<file path="src/rtl/sort_pkg.sv">
// Shared types and constants for the serial odd-even transposition sorter.
package sort_pkg;

  localparam int DEFAULT_WIDTH = 4;
  localparam int DEFAULT_N     = 8;

  typedef enum logic [1:0] {
    IDLE  = 2'd0,
    LOAD  = 2'd1,
    SORT  = 2'd2,
    DRAIN = 2'd3
  } state_t;

  // Even passes hold floor(n/2) pairs, odd passes floor((n-1)/2); n passes alternate starting even.
  function automatic int sort_cycles(input int n);
    return ((n + 1) / 2) * (n / 2) + (n / 2) * ((n - 1) / 2);
  endfunction

endpackage

</file>
<file path="src/rtl/cmp_swap.sv">
// Single compare-swap cell: s0 gets the smaller word, s1 the larger; equal words pass straight through.
module cmp_swap
  import sort_pkg::*;
#(
  parameter int WIDTH = DEFAULT_WIDTH
) (
  input  logic [WIDTH-1:0] x0,
  input  logic [WIDTH-1:0] x1,
  output logic [WIDTH-1:0] s0,
  output logic [WIDTH-1:0] s1
);

  logic doSwap;

  always_comb begin
    doSwap = (x0 > x1);
    s0     = doSwap ? x1 : x0;
    s1     = doSwap ? x0 : x1;
  end

endmodule

</file>
<file path="src/rtl/sort_sequencer.sv">
// Serial block sorter: load N words, run a fixed odd-even transposition schedule through one
// shared compare-swap cell, then stream the block out smallest first.
module sort_sequencer
  import sort_pkg::*;
#(
  parameter int WIDTH = DEFAULT_WIDTH,
  parameter int N     = DEFAULT_N
) (
  input  logic             clock,
  input  logic             reset,
  input  logic             in_valid,
  output logic             in_ready,
  input  logic [WIDTH-1:0] in_data,
  output logic             out_valid,
  input  logic             out_ready,
  output logic [WIDTH-1:0] out_data,
  output logic             busy,
  output logic             done
);

  localparam int T  = sort_cycles(N);
  localparam int CW = $clog2(N + 1);
  localparam int IW = $clog2(N);
  localparam int SW = $clog2(T + 1);

  state_t           state;
  logic [WIDTH-1:0] dataBuf [N];
  logic [CW-1:0]    wrIdx;
  logic [CW-1:0]    rdIdx;
  logic [CW-1:0]    pairIdx;
  logic [CW-1:0]    passIdx;
  logic [SW-1:0]    sortCnt;

  logic [IW-1:0]    idxA;
  logic [IW-1:0]    idxB;
  logic [IW-1:0]    nextRd;
  logic [WIDTH-1:0] lowWord;
  logic [WIDTH-1:0] highWord;
  logic             lastSort;
  logic             lastPair;

  always_comb begin
    idxA     = pairIdx[IW-1:0];
    idxB     = idxA + IW'(1);
    nextRd   = rdIdx[IW-1:0] + IW'(1);
    lastSort = (int'(sortCnt) == T - 1);
    lastPair = (int'(pairIdx) + 3 >= N);
  end

  cmp_swap #(.WIDTH(WIDTH)) uCmpSwap (
    .x0(dataBuf[idxA]),
    .x1(dataBuf[idxB]),
    .s0(lowWord),
    .s1(highWord)
  );

  always_ff @(posedge clock or negedge reset) begin
    if (!reset) begin
      state     <= IDLE;
      for (int i = 0; i < N; i++) dataBuf[i] <= '0;
      wrIdx     <= '0;
      rdIdx     <= '0;
      pairIdx   <= '0;
      passIdx   <= '0;
      sortCnt   <= '0;
      in_ready  <= 1'b0;
      out_valid <= 1'b0;
      out_data  <= '0;
      busy      <= 1'b0;
      done      <= 1'b0;
    end else begin
      case (state)
        IDLE: begin
          state    <= LOAD;
          in_ready <= 1'b1;
          wrIdx    <= '0;
        end

        LOAD: begin
          if (in_valid) begin
            dataBuf[wrIdx[IW-1:0]] <= in_data;
            if (wrIdx == CW'(N - 1)) begin
              state    <= SORT;
              in_ready <= 1'b0;
              busy     <= 1'b1;
              done     <= (T == 1);
              wrIdx    <= '0;
              pairIdx  <= '0;
              passIdx  <= '0;
              sortCnt  <= '0;
            end else begin
              wrIdx <= wrIdx + CW'(1);
            end
          end
        end

        SORT: begin
          dataBuf[idxA] <= lowWord;
          dataBuf[idxB] <= highWord;
          sortCnt       <= sortCnt + SW'(1);
          done          <= (int'(sortCnt) == T - 2);
          // The next pass starts at pair 1 after an even pass and pair 0 after an odd one.
          if (!lastPair) begin
            pairIdx <= pairIdx + CW'(2);
          end else begin
            passIdx <= passIdx + CW'(1);
            pairIdx <= passIdx[0] ? CW'(0) : CW'(1);
          end
          if (lastSort) begin
            state     <= DRAIN;
            busy      <= 1'b0;
            done      <= 1'b0;
            out_valid <= 1'b1;
            out_data  <= (idxA == '0) ? lowWord : dataBuf[0];
            rdIdx     <= '0;
            sortCnt   <= '0;
            pairIdx   <= '0;
            passIdx   <= '0;
          end
        end

        DRAIN: begin
          if (out_ready) begin
            if (rdIdx == CW'(N - 1)) begin
              state     <= LOAD;
              out_valid <= 1'b0;
              out_data  <= '0;
              in_ready  <= 1'b1;
              rdIdx     <= '0;
              wrIdx     <= '0;
            end else begin
              rdIdx    <= rdIdx + CW'(1);
              out_data <= dataBuf[nextRd];
            end
          end
        end

        default: state <= IDLE;
      endcase
    end
  end

endmodule

</file>
<file path="config.mk">
export PLATFORM = sky130hd
export DESIGN_NAME = sort_sequencer
export DESIGN_NICKNAME = d
export VERILOG_FILES = /design/src/rtl/sort_pkg.sv /design/src/rtl/cmp_swap.sv /design/src/rtl/sort_sequencer.sv
export SDC_FILE = /design/constraint.sdc
export NUM_CORES = 1
export LEC_CHECK = 0
export CAP_MARGIN = 10
export CORE_ASPECT_RATIO = 1.4
export CORE_MARGIN = 2
export CORE_UTILIZATION = 50
export DETAILED_ROUTE_END_ITERATION = 8
export PLACE_DENSITY = 0.7
export SKIP_LAST_GASP = 1
export SYNTH_ARGS = -nofsm -noshare
export SYNTH_HDL_FRONTEND = slang
export SYNTH_SLANG_ARGS = --single-unit
export TNS_END_PERCENT = 20
</file>
<file path="constraint.sdc">
create_clock -name clock -period 3.7 [get_ports clock]
set_input_delay 0.555 -clock clock [delete_from_list [all_inputs] [get_ports clock]]
set_output_delay 0.555 -clock clock [all_outputs]
set_load 0.1 [all_outputs]
</file>
# Word-level counts from Yosys, hierarchy flattened
# Index checks and enable logic that the tools add are counted.
[totals] ff_bits=63 input_bits=8 elab_cells=140
[op_classes] n_addsub=8 order_cmp=9 eq_ne=13 mux=70 n_bitwise=4 n_reduce_logical=17
[ops] cell="4-bit 2-to-1 mux" n=28
[ops] cell="32-bit bitwise mux" n=3
[ops] cell="32-bit case mux with 2 select lines" n=1
[ops] cell="4-bit binary-select mux with 3-bit select" n=3
[ops] cell="4-bit demux with 3-bit select" n=3
[ops] cell="32-bit 2-to-1 mux" n=1
[ops] cell="4-bit case mux with 2 select lines" n=4
[ops] cell="4-bit >= comparator (second input constant)" n=4
[ops] cell="3-bit inverter with 4-bit output" n=4
[ops] cell="4-bit AND reduction" n=4
[ops] cell="5-bit 2-to-1 mux" n=3
[ops] cell="4-bit by 1-bit adder with 4-bit output (second input constant)" n=3
[ops] cell="4-bit by 1-bit less-than comparator with 1-bit output (second input constant)" n=3
[ops] cell="1-bit 2-to-1 mux" n=12
[ops] cell="4-bit case mux with 3 select lines" n=1
[ops] cell="5-bit by 4-bit == test with 1-bit output (second input constant)" n=2
[ops] cell="2-bit 2-to-1 mux" n=5
[ops] cell="2-bit != test (second input constant)" n=5
[ops] cell="5-bit case mux with 2 select lines" n=1
[ops] cell="5-bit AND reduction" n=2
[ops] cell="4-bit by 3-bit == test with 1-bit output (second input constant)" n=2
[ops] cell="2-bit case mux with 4 select lines" n=1
[ops] cell="3-bit by 1-bit adder with 3-bit output (second input constant)" n=2
[ops] cell="1-bit case mux with 2 select lines" n=3
[ops] cell="other kinds (16)" n=21

# Logic depth before layout (Yosys ltp)
# Gate-level depths: netlist of the first run.
[depth] depth_word=10 depth_mapped=18 ltp_nobuf=12

# Cells and area by module
# A second synthesis of the first run with hierarchy kept.
[unflattened] hier_cells=531 hier_area_um2=4774.6
[by_module_without_submodules] module="sort_sequencer" n_inst=1 cells_per_inst=510 area_each_um2=4568.1 seq_area_each_um2=1501.4
[by_module_without_submodules] module="cmp_swap" n_inst=1 cells_per_inst=21 area_each_um2=206.4 seq_area_each_um2=0.0

# Worst setup path after synthesis of the first run
# No wires, ideal clock.
[synth_path] path_kind="register -> register" start="reg pairIdx[1]" end="reg out_data[0]" setup_time_ps=126 arrival_ps=3548 t_required_ps=3574 path_slack_ps=26 stages_incl_launch_ff=17 n_path_buf=4 period_less_slack_ps=3674 cell_sequence="dfrtp_1 -> buf_2 -> inv_1 -> ha_1 -> buf_2 -> inv_1 -> clkbuf_1 -> mux2_4 -> inv_1 -> ha_1 -> a211oi_1 -> o21a_1 -> nor2_1 -> buf_2 -> nand2_1 -> o211ai_1 -> a221o_1"
[synth_via] elab_chain_len=10 elab_cells_between_ends=15
[synth_rtl] item="from (decl)" line="sort_sequencer.sv:30" text="logic [CW-1:0] pairIdx;"
[synth_rtl] item="from (signal assigned)" line="sort_sequencer.sv:104" text="pairIdx <= pairIdx + CW'(2);"
[synth_rtl] item="from (signal assigned)" line="sort_sequencer.sv:107" text="pairIdx <= passIdx[0] ? CW'(0) : CW'(1);"
[synth_rtl] item="3-bit by 1-bit adder with 3-bit output" line="sort_sequencer.sv:44" text="idxB = idxA + IW'(1);"
[synth_rtl] item="3-bit inverter with 4-bit output (implied by the code)" line="sort_sequencer.sv:52" text=".x1(dataBuf[idxB]),"
[synth_rtl] item="4-bit binary-select mux with 3-bit select" line="sort_sequencer.sv:52"
[synth_rtl] item="4-bit 2-to-1 mux (implied by the code) (2 in series)" line="sort_sequencer.sv:52"
[synth_rtl] item="4-bit greater-than comparator" line="cmp_swap.sv:16" text="doSwap = (x0 > x1);"
[synth_rtl] item="4-bit 2-to-1 mux" line="cmp_swap.sv:17" text="s0 = doSwap ? x1 : x0;"
[synth_rtl] item="4-bit 2-to-1 mux *" line="sort_sequencer.sv:114" text="out_data <= (idxA == '0) ? lowWord : dataBuf[0];"
[synth_rtl] item="4-bit 2-to-1 mux *" line="sort_sequencer.sv:109" text="if (lastSort) begin"
[synth_rtl] item="4-bit case mux with 2 select lines *" line="sort_sequencer.sv:72" text="case (state)"
[synth_rtl] item="to (signal assigned)" line="sort_sequencer.sv:114"
[synth_rtl] item="to (signal assigned)" line="sort_sequencer.sv:133" text="out_data <= dataBuf[nextRd];"
[synth_rtl] item="to (decl)" line="sort_sequencer.sv:16" text="output logic [WIDTH-1:0] out_data,"
# Mark *: on every way between the ends. The rest lies on a longest branch, timed or not. The select of a mux whose other input is x is not followed.
# A chain may end at the register's enable or synchronous reset.

# Final worst setup path of the first run
[layout_path] start="reg pairIdx[0]" end="reg dataBuf[19] (netlist name)"
[layout_via] elab_chain_len=10 elab_cells_between_ends=25
[layout_rtl] item="3-bit by 1-bit adder with 3-bit output" line="sort_sequencer.sv:44"
[layout_rtl] item="3-bit inverter with 4-bit output (implied by the code)" line="sort_sequencer.sv:52, sort_sequencer.sv:99"
[layout_rtl] item="4-bit binary-select mux with 3-bit select" line="sort_sequencer.sv:52"
[layout_rtl] item="4-bit 2-to-1 mux (implied by the code) (2 in series)" line="sort_sequencer.sv:52"
[layout_rtl] item="4-bit greater-than comparator" line="cmp_swap.sv:16"
[layout_rtl] item="4-bit 2-to-1 mux" line="cmp_swap.sv:17"
[layout_rtl] item="32-bit bitwise mux" line="sort_sequencer.sv:98" text="dataBuf[idxA] <= lowWord;"
[layout_rtl] item="32-bit bitwise mux *" line="sort_sequencer.sv:99" text="dataBuf[idxB] <= highWord;"
[layout_rtl] item="32-bit case mux with 2 select lines *" line="sort_sequencer.sv:72"
[layout_rtl] item="to (signal, indexed assignment)" line="sort_sequencer.sv:81" text="dataBuf[wrIdx[IW-1:0]] <= in_data;"
[layout_rtl] item="to (signal, indexed assignment)" line="sort_sequencer.sv:98"
[layout_rtl] item="to (signal, indexed assignment)" line="sort_sequencer.sv:99"
[layout_rtl] item="to (decl)" line="sort_sequencer.sv:27" text="logic [WIDTH-1:0] dataBuf [N];"
# Marked as above.

==> results of run 1 <==
layout make-up:
| cell class | instances | area share (%) |
|---|---|---|
| Tap cell | 135 | 2.976 |
| Clock buffer | 11 | 4.277 |
| Inverter | 18 | 1.235 |
| Multi-Input combinational cell | 456 | 57.74 |
| Sequential cell | 60 | 26.46 |
| Timing Repair Buffer | 40 | 5.996 |
| Clock inverter | 5 | 1.323 |
per-stage QoR:
stage	worst slack [ns]	power [W]	instance area (um2)
after floorplan	0.02604	0.003580	4986
after global placement	0.04216	0.004584	5309
after detailed placement	-0.06090	0.004662	5309
after CTS	-0.02192	0.005622	5658
after global routing	0.007474	0.006105	5675
final	0.1677	0.005764	5675
layer usage:
layer	global-route usage, %	up-vias	wire length (um)
li1	-	2180	-
met1	41.18	2407	6275
met2	54.32	270	8244
met3	5.420	78	1079
met4	16.86	0	1024
met5	0	-	0
where the power goes:
group          internal, W  switching, W  total [W]
combinational      0.00135       0.00233    0.00369
clock             0.000604      0.000319   0.000923
sequential        0.000848      0.000306    0.00115
worst max-delay path by stage:
| stage | from | end | slack (ns) | depth (start not counted) |
|---|---|---|---|---|
| finish | pairIdx[0]$_DFFE_PN0P_ | dataBuf[19]$_DFFE_PN0P_ | 0.17 | 13 |
| global route | pairIdx[0]$_DFFE_PN0P_ | dataBuf[31]$_DFFE_PN0P_ | 0.007 | 13 |
| global placement | pairIdx[0]$_DFFE_PN0P_ | dataBuf[8]$_DFFE_PN0P_ | 0.04 | 13 |
| floorplan | pairIdx[1]$_DFFE_PN0P_ | out_data[0]$_DFFE_PN0P_ | 0.03 | 16 |
| detailed placement | pairIdx[0]$_DFFE_PN0P_ | dataBuf[4]$_DFFE_PN0P_ | -0.06 | 13 |
| CTS | pairIdx[0]$_DFFE_PN0P_ | dataBuf[20]$_DFFE_PN0P_ | -0.02 | 15 |
state kept, by name, indices dropped and copies added (netlist names):
name,cells
dataBuf,32
pairIdx,4
out_valid,1
rdIdx,4
state,2
done,1
busy,1
in_ready,1
wrIdx,4
out_data,4
passIdx,1
sortCnt,5
Yosys cell counts (2+ instances only):
cell	number
a211o_1	3
a211oi_1	3
a21o_1	10
a21oi_1	20
a221o_1	7
a22o_1	10
a22oi_1	18
a31oi_1	16
and2_1	3
and3_1	4
buf_1	2
buf_2	8
buf_6	4
clkbuf_1	17
dfrtp_1	60
ha_1	19
inv_1	17
mux2_2	2
mux2_4	2
mux2i_1	36
mux4_1	6
mux4_2	16
nand2_1	68
nand2b_1	4
nand3_1	24
nand3b_1	4
nand4_1	5
nor2_1	46
nor2b_1	3
nor3_1	15
nor4b_1	3
o211ai_1	3
o21a_1	6
o21ai_0	48
o21ai_1	23
o22ai_1	7
or3_1	5
cells by family after synthesis:
kind of cell,Yosys count,synth area share [%]
AND/OR/NAND/NOR,188,17.21
AO/OA/AOI/OAI,183,23.44
multiplexers,63,18.95
flip-flops,60,30.11
buffers and inverters,50,4.693
adder cells (fa/ha/maj),19,4.768
XOR/XNOR,3,0.8283
repair_timing:
item | 4_1_cts | 5_1_grt
resized for setup | 2 | 7
pin swaps | 0 | 0
buffers inserted | 2 | 0
endpoints found under the setup margin | 19 | 36
hold endpoints to repair | 0 | 0
==> impl_metrics.yaml, run 1 <==
worst_setup_path:
  cp-end-kind: "flip-flop"
  critical_path.max_stage_delay_ns: 0.38
  reg2reg_setup_slack_ns: 0.17
  cell_at_the_slowest_stage_of_the_critical_path: "dfrtp_1"
  startpoint_type: "flip-flop"
  worst_path_most_repeated_cell: "ha_1"
  critPathMaxFanout: 14
  path_cells: "ha_1 -> xor2_4 -> mux4_1 -> mux2_4 -> inv_1 -> ha_1 -> a211oi_1 -> o21a_1 -> nor2_1 -> buf_6 -> mux2i_1 -> a22o_1 -> a221o_1"
  timing.critical_path.arrival_ns: 3.76
  reg2regPathDepth: 13
  launch_point_of_the_worst_reg_to_reg_path: "pairIdx[0]$_DFFE_PN0P_"
  rr_endpoint: "dataBuf[19]$_DFFE_PN0P_"
  required_time_at_the_endpoint_of_the_critical_path_ns: 3.92
  critPathTopFamily: "compound AO/OA/AOI/OAI gates"
  worst-path-buf-inv: 2
  setup.worst_path.class: "reg -> reg"
routing:
  routed-via-count: 4935
  detail_route.wl_per_cell_um: 22.93
  route.detailed.drc: 0
  number_of_design_rule_violations_left_by_the_first_detailed_router_iteration: 486
  totalWireLength_um: 16620
  route.antenna.remaining_nets: 0
  via_per_inst: 6.807
  drt_pass1_iterations: 5
global_route:
  grt_overflow: 0
  first_global_vias: 4773
  grt_max_degree: 46
  grt_pass1_wl_um: 26650
  groute.usage.overall_pct: 32.98
  antenna_found_initial: 0
final_layout:
  layout_common_cells: "nand2_1, dfrtp_1, o21ai_0"
  layout.cells.non_filler: 725
  antenna_cells: 0
  drive_gt1_share_pct: 12.20
  finalCoreUtilization_pct: 57.96
  num-fill-cells: 880
  area.growth.synth_to_final_pct: 13.83
  finish.net_count: 612
  seq_area_um2: 1501
  layout.cells.most_common: "nand2_1"
  multi_input_gate_area_um2: 3277
place:
  placement.io_buffers: 15
  dp_hpwl_um: 12050
  place_congestion: 0.9787
  dp_cells: 707
synth:
  yosys_most_used_dff: "dfrtp_1"
  synth_cell_types: 56
  syn_avg_cell_area_um2: 8.809
  seq_area_frac_synth_pct: 30.11
  top_area_cells_in_the_synthesized_netlist: "dfrtp_1, mux2i_1, mux4_2"
  synth_async_sr_flop_share_pct: 100.0
  synth_top_cell_area_share_pct: 30.11
  synth_fp_nets: 593
  yosysWarnings: 0
  synth.ff_latch_count: 60
  count_of_flip_flops_with_a_built_in_enable_after_synthesis: 0
  synthCells: 566
  mappedNetlistArea_um2: 4986
  synth_area_leader_cell: "dfrtp_1"
cts:
  num_cts_buffers: 9
  ctsHoldBuffers: 0
  cts_tree: "yes"
  clockRootBuffer: "clkbuf_16"
  clock_slew_seen_by_the_registers_of_the_worst_setup_and_hold_paths_ns: 0.06
  clockBufferDepth: 2
  htree_levels: 3
  clkLatencyLatePin_ns: 0.34
  cts_sink_count: 60
timing:
  report.final.hold_viol_count: 0
  clock-skew-final_ns: 0.004748
  max_freq_ghz: 0.2831
  report.final.setup_viol: 0
  grt_setup_unrepaired: "false"
  report.final.slew_viol_count: 0
  measured_slew_at_the_worst_slew_check_pin_ns: 0.9893
  fin_hold_ws_ns: 0.2637
  max_slew_margin_pct: 33.60
  setup-tns-final_ns: 0
  min_period_over_period_pct: 95.47
  final.min_clock_period_ns: 3.532
die:
  die_span_y_um: 122.2
  fp.dieW_um: 88.40
  core_area_um2: 9792
  design.die.area_um2: 10800
  initial_core_util_pct: 50.92
  num_io_pins: 16
  rows: 43
min_path:
  hold_path_class: "in -> async"
power_and_ir_drop:
  power_per_cell_area_nw_per_um2: 1016
  vdd_drop_max_mv: 0.6774
  power_leakage_nw: 2.361
run:
  cap_viol_max_count: 0
status:
  run_status: "complete, no violations"
Power figures use the tool's default switching activity.
==> run 2: changes to the inputs <==
--- a/config.mk
+++ b/config.mk
@@ -10,7 +10,7 @@
 export CORE_MARGIN = 2
 export CORE_UTILIZATION = 50
 export DETAILED_ROUTE_END_ITERATION = 8
-export PLACE_DENSITY = 0.7
+export PLACE_DENSITY = 0.67
 export SKIP_LAST_GASP = 1
 export SYNTH_ARGS = -nofsm -noshare
 export SYNTH_HDL_FRONTEND = slang
==> constraint.sdc (replaced) <==
create_clock -name clock -period 3.3 [get_ports clock]
set_input_delay 0.495 -clock clock [delete_from_list [all_inputs] [get_ports clock]]
set_output_delay 0.495 -clock clock [all_outputs]
set_load 0.1 [all_outputs]
==> run 2 against run 1 <==
Compared with the run above: die area unchanged; cell count increased by 3.4%; worst hold slack improved by 0.092 ns; global-route usage increased by 0.23 points; fmax increased by 7.8%; sequential share of layout area decreased by 1.3 points; via count increased by 0.36%; combinational power increased by 36%; utilization increased by 3.2 points; non-clock buffer count increased by 25; critical path type unchanged; highest routed layer unchanged.
==> impl_metrics.yaml, run 2 (synthesis gave the netlist of run 1 again) <==
routing:
  wl_met2_um: 8622
  routed-via-count: 4953
  wl_met1_um: 6306
  via_per_inst: 6.604
  totalWireLength_um: 17200
  met3WireLength_um: 1257
  max_layer_used: "met4"
  detail_route.wl_per_cell_um: 22.93
  route.detailed.drc: 0
  route.antenna.remaining_nets: 0
  number_of_design_rule_violations_left_by_the_first_detailed_router_iteration: 403
  drt_pass1_iterations: 5
global_route:
  antenna_found_initial: 0
  grt_overflow: 0
  first_global_vias: 4741
  groute.usage.overall_pct: 33.21
  grt_pass1_wl_um: 26410
  grt_max_degree: 46
cts:
  cts_tree: "yes"
  clockRootBuffer: "clkbuf_16"
  clkLatencyLatePin_ns: 0.33
  cts_sink_count: 60
  clockBufferDepth: 2
  ctsHoldBuffers: 0
  clock_slew_seen_by_the_registers_of_the_worst_setup_and_hold_paths_ns: 0.05
  num_cts_buffers: 9
  htree_levels: 3
power_and_ir_drop:
  portion_of_total_power_attributed_to_sequential_cells_pct: 17.5
  total_switching_power_w: 0.003591
  power_leakage_nw: 2.485
  vdd_drop_max_mv: 0.7763
  p_int_w: 0.003664
  power_per_cell_area_nw_per_um2: 1212
  power_frac_clock_pct: 13.3
  comb_power_share_pct: 69.2
  p_sw_share_pct: 49.50
timing:
  report.final.setup_viol: 0
  max_slew_margin_pct: 29.78
  setup-tns-final_ns: 0
  max_freq_ghz: 0.3052
  report.final.hold_viol_count: 0
  final.min_clock_period_ns: 3.276
  clock-skew-final_ns: 0.005924
  grt_setup_unrepaired: "true"
  fin_hold_ws_ns: 0.3560
  measured_slew_at_the_worst_slew_check_pin_ns: 1.053
  min_period_over_period_pct: 99.28
  report.final.slew_viol_count: 0
worst_setup_path:
  setup.worst_path.class: "reg -> reg"
  critPathTopFamily: "compound AO/OA/AOI/OAI gates"
  required_time_at_the_endpoint_of_the_critical_path_ns: 3.55
  worst-path-buf-inv: 2
  timing.critical_path.arrival_ns: 3.53
  cell_at_the_slowest_stage_of_the_critical_path: "dfrtp_1"
  startpoint_type: "flip-flop"
  path_cells: "ha_4 -> xor2_4 -> mux4_2 -> mux2_4 -> inv_2 -> ha_4 -> a211oi_2 -> o21a_1 -> nor2_2 -> buf_6 -> or3_4 -> a21o_1 -> a31oi_1"
  critical_path.max_stage_delay_ns: 0.42
  critPathMaxFanout: 7
  worst_path_most_repeated_cell: "ha_4"
  cp-end-kind: "flip-flop"
final_layout:
  num-fill-cells: 840
  seq_area_um2: 1503
  area.growth.synth_to_final_pct: 20.03
  layout.cells.most_common: "nand2_1"
  drive_gt1_share_pct: 19.02
  multi_input_gate_area_um2: 3366
  finalCoreUtilization_pct: 61.12
  largestRegisters: "dataBuf x32, sortCnt x5"
  layout.cells.non_filler: 750
  registers.top_by_ff_count: "dataBuf"
  antenna_cells: 0
  number_of_flip_flops_under_the_largest_register_name: 32
  finalInstanceArea_um2: 5984
  layout_common_cells: "nand2_1, dfrtp_1, nor2_1"
  finish.net_count: 637
run:
  cap_viol_max_count: 0
min_path:
  hold_path_class: "in -> async"
die:
  num_io_pins: 16
  initial_core_util_pct: 50.92
  core_area_um2: 9792
  fp.dieW_um: 88.40
  die_span_y_um: 122.2
  design.die.area_um2: 10800
  rows: 43
place:
  placed_cell_area_um2: 5509
  place_congestion: 1.042
  dp_cells: 730
  dp_hpwl_um: 12650
  placement.io_buffers: 15
status:
  run_status: "complete, no violations"
[run 2: timing repair]
action | in CTS | in global routing
pin swaps | 0 | 7
endpoints found under the setup margin | 26 | 35
buffers inserted | 0 | 4
gates resized for setup | 4 | 38
[run 2: through the flow]
step | power (W) | worst slack [ns]
floorplan | 0.004125 | 0.01120
global placement | 0.005676 | -0.02193
detailed placement | 0.005741 | -0.1156
CTS | 0.006736 | -0.05581
global route | 0.007638 | -0.08567
finish | 0.007254 | 0.02379
[run 2: final timing paths]
path	from	end	slack [ns]	cells after the start
setup reg to reg	pairIdx[1]$_DFFE_PN0P_	dataBuf[28]$_DFFE_PN0P_	0.02	13
setup / recovery	pairIdx[1]$_DFFE_PN0P_	dataBuf[28]$_DFFE_PN0P_	0.02	13
hold reg to reg	done$_DFFE_PN0P_	done$_DFFE_PN0P_	0.48	2
max in group asynchronous	reset	dataBuf[5]$_DFFE_PN0P_	2.10	2
hold / removal	reset	state[0]$_DFFE_PN0P_	0.36	1
min in group clock	done$_DFFE_PN0P_	done$_DFFE_PN0P_	0.48	2
[run 2: cell type report]
cell class | instances | share of cell area, %
well taps | 135 | 2.822
multi-input cells | 456 | 56.24
inverters | 18 | 1.254
flip-flops and latches | 60 | 25.11
repair buffers | 65 | 9.492
clock buffers | 12 | 4.286
clock inverters | 4 | 0.7945
[run 2: per-layer routing]
| layer | track usage (%) | vias up |
|---|---|---|
| met3 | 5.217 | 70 |
| met5 | 0 | - |
| met2 | 56.30 | 299 |
| li1 | - | 2231 |
| met1 | 39.99 | 2353 |
| met4 | 17.23 | 0 |
[run 2: power by group through the flow]
stage	Clock [W]	Combinational (W)	Sequential (W)
final	0.000962	0.00502	0.00127
after global routing	0.00101	0.00534	0.00129
after CTS	0.000970	0.00452	0.00125
after detailed placement	0	0.00448	0.00126
after global placement	0	0.00443	0.00125
after floorplan	0	0.00280	0.00132
==> run 3: changes to the inputs <==
--- a/config.mk
+++ b/config.mk
@@ -11,6 +11,7 @@
 export CORE_UTILIZATION = 50
 export DETAILED_ROUTE_END_ITERATION = 8
 export PLACE_DENSITY = 0.67
+export SKIP_CTS_REPAIR_TIMING = 1
 export SKIP_LAST_GASP = 1
 export SYNTH_ARGS = -nofsm -noshare
 export SYNTH_HDL_FRONTEND = slang
==> run 3 against run 2 <==
Compared with the run above: the run now ends with setup timing left; combinational power rose by 2%; first-iteration DRC count fell by 2.7%; clock power rose by 0.7%; fmax fell by 1.5%; clock-buffer cell count did not move; total power rose by 1.7%; critical path type unchanged.
==> impl_metrics.yaml, run 3 (synthesis gave the netlist of run 1 again) <==
cts:
  clockRootBuffer: "clkbuf_16"
  cts_sink_count: 60
  clockBufferDepth: 2
  clkLatencyLatePin_ns: 0.34
  htree_levels: 3
  clock_slew_seen_by_the_registers_of_the_worst_setup_and_hold_paths_ns: 0.06
  num_cts_buffers: 9
  cts_tree: "yes"
timing:
  setup_ws_ns: -0.02613
  report.final.slew_viol_count: 0
  clock-skew-final_ns: 0.004574
  fin_hold_ws_ns: 0.3549
  max_freq_ghz: 0.3007
  report.final.setup_viol: 4
  report.final.hold_viol_count: 0
  final.min_clock_period_ns: 3.326
  grt_setup_unrepaired: "true"
  measured_slew_at_the_worst_slew_check_pin_ns: 1.066
  max_slew_margin_pct: 28.93
  min_period_over_period_pct: 100.8
final_layout:
  seq_area_um2: 1503
  antenna_cells: 0
  area.growth.synth_to_final_pct: 20.40
  drive_gt1_share_pct: 19.45
  registers.top_by_ff_count: "dataBuf"
  layout.cells.most_common: "nand2_1"
  largestRegisters: "dataBuf x32, sortCnt x5"
  number_of_flip_flops_under_the_largest_register_name: 32
  layout.cells.non_filler: 752
  layout_common_cells: "nand2_1, dfrtp_1, nor2_1, buf_4, o21ai_0"
  finalInstanceArea_um2: 6003
  finish.net_count: 639
  multi_input_gate_area_um2: 3376
  num-fill-cells: 845
status:
  failed_checks: "setup timing"
  run_status: "finished with violations"
die:
  core_area_um2: 9792
  fp.dieW_um: 88.40
  num_io_pins: 16
  die_span_y_um: 122.2
  design.die.area_um2: 10800
  initial_core_util_pct: 50.92
  rows: 43
global_route:
  grt_pass1_wl_um: 26340
  first_global_vias: 4749
  groute.usage.overall_pct: 33.13
  antenna_found_initial: 0
  grt_overflow: 0
  grt_max_degree: 46
worst_setup_path:
  critPathMaxFanout: 4
  cell_at_the_slowest_stage_of_the_critical_path: "dfrtp_1"
  critical_path.max_stage_delay_ns: 0.43
  worst_path_most_repeated_cell: "buf_4"
  cp-end-kind: "flip-flop"
  worst-path-buf-inv: 4
  launch_point_of_the_worst_reg_to_reg_path: "pairIdx[1]$_DFFE_PN0P_"
  critPathTopFamily: "compound AO/OA/AOI/OAI gates"
  worstSetupStartpoint: "pairIdx[1]$_DFFE_PN0P_"
  setup.worst_path.class: "reg -> reg"
  timing.critical_path.arrival_ns: 3.54
  path_cells: "ha_4 -> xor2_4 -> buf_6 -> mux4_2 -> mux2_4 -> inv_1 -> ha_1 -> nand2_1 -> o21a_1 -> buf_4 -> buf_4 -> o21ai_1 -> o21ai_2 -> a22o_1 -> a221o_1"
  startpoint_type: "flip-flop"
  required_time_at_the_endpoint_of_the_critical_path_ns: 3.51
place:
  dp_cells: 730
  placement.io_buffers: 15
  dp_hpwl_um: 12650
  place_congestion: 1.042
  place_ws_ns: -0.1156
  placed_cell_area_um2: 5509
routing:
  routed-via-count: 4901
  via_per_inst: 6.517
  number_of_design_rule_violations_left_by_the_first_detailed_router_iteration: 392
  detail_route.wl_per_cell_um: 22.94
  route.detailed.drc: 0
  totalWireLength_um: 17250
  route.antenna.remaining_nets: 0
  drt_pass1_iterations: 5
run:
  cap_viol_max_count: 0
min_path:
  hold_path_class: "in -> async"
power_and_ir_drop:
  power_leakage_nw: 2.497
  power.total_w: 0.007377
  power_per_cell_area_nw_per_um2: 1229
  vdd_drop_max_mv: 0.7894
==> run 3: worst paths after layout <==
kind | to | slack (ns) | cells after the start
worst max-delay path | dataBuf[2]$_DFFE_PN0P_ | -0.03 | 15
worst min-delay path | in_ready$_DFFE_PN0P_ | 0.35 | 1
worst max register to register | dataBuf[2]$_DFFE_PN0P_ | -0.03 | 15
worst min register to register | done$_DFFE_PN0P_ | 0.48 | 2
max in group asynchronous | dataBuf[3]$_DFFE_PN0P_ | 2.10 | 2
min in group clock | done$_DFFE_PN0P_ | 0.48 | 2
==> run 3: area by class of cell <==
cell class	instances	area share, %
clock buffer	12	4.273
clock inverter	4	0.7920
inverter	18	1.209
multi-input combinational	456	56.23
sequential	60	25.03
tap	135	2.814
timing repair buffer	67	9.650
==> run 3: power breakdown <==
group	internal, W	total (W)	switching, W	leakage (nW)
clock	0.000623	0.000969	0.000346	0.149
sequential	0.000951	0.00126	0.000313	0.797
combinational	0.00216	0.00514	0.00299	1.55
==> run 3: metrics by stage <==
step | setup TNS [ns] | utilization (%)
2_1_floorplan | 0 | -
3_3_place_gp | -0.05151 | 56.26
3_5_place_dp | -1.616 | 56.26
4_1_cts | -2.180 | 59.37
5_1_grt | -1.615 | 61.31
6_report | -0.06266 | 61.31
==> run 3: per-layer routing <==
layer	vias to the layer above	global-route usage, %	wire (um)
li1	2229	-	-
met1	2356	39.77	6520
met2	251	56.25	8712
met3	65	5.217	1025
met4	0	17.23	994
met5	-	0	0
==> patch 1, RTL diff (config.mk and constraints of run 3) <==
Set the package constant `DEFAULT_WIDTH` to 5 (it was 4).
--- a/src/rtl/sort_pkg.sv
+++ b/src/rtl/sort_pkg.sv
@@ -1,7 +1,7 @@
 // Shared types and constants for the serial odd-even transposition sorter.
 package sort_pkg;
 
-  localparam int DEFAULT_WIDTH = 4;
+  localparam int DEFAULT_WIDTH = 5;
   localparam int DEFAULT_N     = 8;
 
   typedef enum logic [1:0] {
Interface: changed (resized in_data and out_data); port bits go from 16 to 18. The function was not compared with the original's and may differ.
==> patch 1 against run 3 <==
- the run still ends with setup timing left
- hold slack got worse by 0.15 ns
- worst setup slack got worse by 0.25 ns
- non-clock buffer count up 10
- clock skew about the same
- global-route usage down 2.2 points
- routed wire length grew 4.0%
- design area is 14% higher
- synthesized area grew 15%
- maximum frequency shrank 7.0%
- synthesized cell count increased by 2.5%
- sequential cell count grew 9
- power is 12% higher
- sequential power rose by 6%
- largest power group unchanged
==> patch 1: results (changes against run 3) <==
The run gives 6.78 mm (was 6.52 mm) as the routed length on met1. The library cell used as clock root buffer is sky130_fd_sc_hd__clkbuf_16 (unchanged). The fraction of synthesis flops using an asynchronous set or reset pin was 1.00 (unchanged). The run gives 610 (was 593) as the post-synth net total. The maximum fanout encountered on the critical timing path was 6 (was 4); the number of different library cells in the post-synthesis netlist was 64 (was 56). The routed length on met2 is 8.83 mm (was 8.71 mm), and the worst reg-to-reg path cell count is 14 (was 15).

The logs give 0.309 (was 0.331) for the total routing resource utilization after global routing and 623 (was 392) for the initial detailed-routing violation count. The share of post-route cells with drive strength above 1 came out at 0.249 (was 0.194). The number of buffer cells added on primary ports came out at 17 (was 15). Worst slack after detailed placement: -0.346 ns (was -0.116 ns). The least setup slack across all paths after layout was -0.278 ns (was -0.0261 ns); the weighted congestion at the end of routability-driven global placement was 0.989 (was 1.04). Violations in the final reports: setup timing (unchanged).

The data arrival time at the worst-slack endpoint is 3.81 ns (was 3.54 ns), and the delay of the slowest cell on the worst path is 0.40 ns (was 0.43 ns). For the worst vdd rail ir drop, the log shows 0.000858 V (was 0.000789 V). The worst slew margin relative to its limit was 0.351 (was 0.289).

The tools report the total via count after detailed routing as 5199 (was 4901). Largest regs: dataBuf x40, out_data x5, sortCnt x5 (was dataBuf x32, sortCnt x5). For the leakage component of the power, the log shows 2.69 nW (was 2.50 nW). For the maximum number of pins on one net before global-route repair, the log shows 43 (was 46).

The tools report the via count of the first global-routing pass as 5131 (was 4749). The first-pass GRT wire length was 28.4 mm (was 26.3 mm). The share of the yosys chip area belonging to registers is 0.302 (was 0.301). Leading post-synthesis cells by instance count: sky130_fd_sc_hd__nand2_1, sky130_fd_sc_hd__dfrtp_1, sky130_fd_sc_hd__mux2i_1 (was sky130_fd_sc_hd__nand2_1, sky130_fd_sc_hd__dfrtp_1, sky130_fd_sc_hd__o21ai_0). Top area cells in the synthesized netlist: sky130_fd_sc_hd__dfrtp_1, sky130_fd_sc_hd__mux2i_1, sky130_fd_sc_hd__mux4_2 (unchanged). The final count of negative-setup-slack endpoints is 42 (was 4), and the average routed wire per standard cell is 22.8 um (was 22.9 um).

The final HPWL from detailed placement is 13.3 mm (was 12.7 mm). The run finished, with violations left. The accumulated negative setup slack was -7.40 ns (was -0.0627 ns). The tools report the clock tree skew after final layout as 0.00431 ns (was 0.00457 ns).
## patch 1: critical path: cells and delay by family, from the launching register on
kind,cells,cell delay [ns]
fa+ha+maj,2,0.45
flops,1,0.40
buf+inv,3,0.35
xor+xnor,1,0.23
compound gates,4,0.88
mux,3,0.93
simple gates,1,0.20
## patch 1: metal layers
layer  GRT usage  vias up
li1            -     2305
met1       0.376     2536
met2       0.518      285
met3      0.0545       73
met4       0.177        0
met5           0        -
## patch 1: path summary, 6_finish.rpt
kind | from | to
worst min register to register | done | done
worst max register to register | pairIdx[0] | dataBuf[2]
max in group asynchronous | reset | dataBuf[22]
worst max-delay path | pairIdx[0] | dataBuf[2]
worst min-delay path | reset | dataBuf[16]
min in group clock | done | done
## patch 1: kinds of logic (layout without fill, tap and decap cells)
group,Yosys count,in the layout,share of synthesized area
mux,103,103,0.253
fa+ha+maj,21,21,0.0459
compound gates,164,164,0.208
flops,69,69,0.302
xor+xnor,4,4,0.0107
simple gates,168,168,0.133
buf+inv,51,114,0.0478
## patch 1: cell type report
type,instances,share of cell area
repair buffers,77,0.0997
flip-flops and latches,69,0.253
clock inverters,5,0.00732
inverters,21,0.0130
multi-input cells,460,0.565
clock buffers,11,0.0355
well taps,144,0.0263
## patch 1: power breakdown
| group | leakage, nW | switching (mW) | internal (mW) |
|---|---|---|---|
| logic | 1.62 | 3.37 | 2.62 |
| clock network | 0.149 | 0.386 | 0.600 |
| registers | 0.922 | 0.261 | 1.07 |
## patch 1: metrics by stage
step,area [um^2],util,cells,power [mW],hold slack [ns]
floorplan,5830,-,580,5.26,0.199
global route,6840,0.609,787,8.67,0.262
CTS,6690,0.596,780,7.77,0.217
global placement,6400,0.570,764,6.62,0.457
finish,6840,0.609,787,8.30,0.203
detailed placement,6400,0.570,764,6.75,0.475
==> patch 2, RTL diff (flow settings as in run 3) <==
Made on the original files. Encoding of `state_t`: now one-hot (4 bits for 4 states).
--- a/src/rtl/sort_pkg.sv
+++ b/src/rtl/sort_pkg.sv
@@ -4,11 +4,11 @@
   localparam int DEFAULT_WIDTH = 4;
   localparam int DEFAULT_N     = 8;
 
-  typedef enum logic [1:0] {
-    IDLE  = 2'd0,
-    LOAD  = 2'd1,
-    SORT  = 2'd2,
-    DRAIN = 2'd3
+  typedef enum logic [3:0] {
+    IDLE  = 4'b0001,
+    LOAD  = 4'b0010,
+    SORT  = 4'b0100,
+    DRAIN = 4'b1000
   } state_t;
 
   // Even passes hold floor(n/2) pairs, odd passes floor((n-1)/2); n passes alternate starting even.
Behaviour: no difference found for any inputs over 10 cycles, from zero or initial values and one cycle with reset low; not proved beyond that.
==> patch 2 against run 3 <==
- the flow still finishes with violations (setup timing)
- critical path depth is 1 higher
- core utilization is 1.0 points higher
- routed wire length is 15% lower
- global-route usage is 4.4 points lower
- synthesized area is 2.3% lower
- worst setup slack better by 0.0077 ns
- sequential cell count is 2 higher
- design area is 1.8% lower
- power is 29% lower
- first-iteration DRC count is 17% lower
- largest cell class unchanged
- largest power group unchanged
==> patch 2: results (changes against run 3) <==
The flow ran to the end, but the final reports show violations. The tools report the leakage component of the power as 2.21 nW (was 2.50 nW). For the final HPWL from detailed placement, the log shows 10.6 mm (was 12.7 mm). Top area cells in the synthesized netlist: sky130_fd_sc_hd__dfrtp_1, sky130_fd_sc_hd__mux4_2, sky130_fd_sc_hd__mux2i_1 (was sky130_fd_sc_hd__dfrtp_1, sky130_fd_sc_hd__mux2i_1, sky130_fd_sc_hd__mux4_2).

Violations in the final reports: setup timing (unchanged). The total via count after detailed routing was 4330 (was 4901). The met1 demand-to-capacity share in global routing came out at 0.345 (was 0.398).

The logs give -0.0726 ns (was -0.116 ns) for the worst slack after detailed placement and 327 (was 392) for the initial detailed-routing violation count. The run gives 1.22 mW (was 1.26 mW) as the power attributed to sequential cells. Leading post-synthesis cells by instance count: sky130_fd_sc_hd__dfrtp_1, sky130_fd_sc_hd__nand2_1, sky130_fd_sc_hd__o21ai_1 (was sky130_fd_sc_hd__nand2_1, sky130_fd_sc_hd__dfrtp_1, sky130_fd_sc_hd__o21ai_0). The total routing resource utilization after global routing is 0.287 (was 0.331), and the routed length on met2 is 7.46 mm (was 8.71 mm).

For the least setup slack across all paths after layout, the log shows -0.0184 ns (was -0.0261 ns). The maximum number of pins on one net before global-route repair is 39 (was 46). The logs give 5370 um^2 (was 5510 um^2) for the cell area after placement and 0.000416 V (was 0.000789 V) for the worst vdd rail ir drop. Sequential cell area: 1560 um^2 (was 1500 um^2).

The final count of negative-setup-slack endpoints came out at 1 (was 4). The share of post-route cells with drive strength above 1 is 0.263 (was 0.194). The tools report the routed length on met1 as 5.74 mm (was 6.52 mm).

Met3 wire length: 759 um (was 1.03 mm). The run gives -0.0184 ns (was -0.0627 ns) as the accumulated negative setup slack. The share of the yosys chip area belonging to registers is 0.319 (was 0.301), and the count of placed standard cells including taps is 645 (was 730). The mean instance size in the synthesized netlist is 9.51 um^2 (was 8.81 um^2), and the total length of routed wires is 14.6 mm (was 17.3 mm). The run gives 577 (was 639) as the number of nets at the end of the flow.
[patch 2: worst max-delay path, cell delays in order, from the launching register on]
cell                        delay, ns
sky130_fd_sc_hd__dfrtp_2         0.45
sky130_fd_sc_hd__buf_6           0.14
sky130_fd_sc_hd__inv_8           0.04
sky130_fd_sc_hd__ha_4            0.22
sky130_fd_sc_hd__inv_4           0.08
sky130_fd_sc_hd__mux4_2          0.51
sky130_fd_sc_hd__inv_2           0.08
sky130_fd_sc_hd__ha_4            0.20
sky130_fd_sc_hd__nor2b_4         0.13
sky130_fd_sc_hd__o41ai_4         0.40
sky130_fd_sc_hd__nor2_4          0.10
sky130_fd_sc_hd__buf_12          0.16
sky130_fd_sc_hd__buf_6           0.11
sky130_fd_sc_hd__a21oi_4         0.20
sky130_fd_sc_hd__clkbuf_16       0.20
sky130_fd_sc_hd__a22oi_2         0.08
sky130_fd_sc_hd__o21ai_1         0.14
[patch 2: layout make-up]
type                       count  area share
multi-input combinational    405       0.556
sequential                    62       0.264
timing repair buffer          57      0.0952
clock buffer                   9      0.0382
tap                          110      0.0233
inverter                      19      0.0138
clock inverter                 7     0.00976
[patch 2: worst paths after layout]
path                            start          end  slack [ns]  cells after the start
max                        pairIdx[0]   dataBuf[7]       -0.02                     16
min in group clock               busy         busy        0.48                      1
min reg2reg                      busy         busy        0.48                      1
max in group asynchronous       reset     state[0]        2.18                      2
max reg2reg                pairIdx[0]   dataBuf[7]       -0.02                     16
min                             reset  dataBuf[30]        0.25                      1
[patch 2: kinds of logic (layout without fill, tap and decap cells)]
logic type	count (synthesis)	in the layout	share of synthesized area
buffers and inverters	45	92	0.0447
adders and majority gates	15	15	0.0385
DFF	62	62	0.319
muxes	77	77	0.226
and+or+nand+nor	164	164	0.175
AOI/OAI and AO/OA	145	145	0.189
xor gates and xnor gates	4	4	0.00720
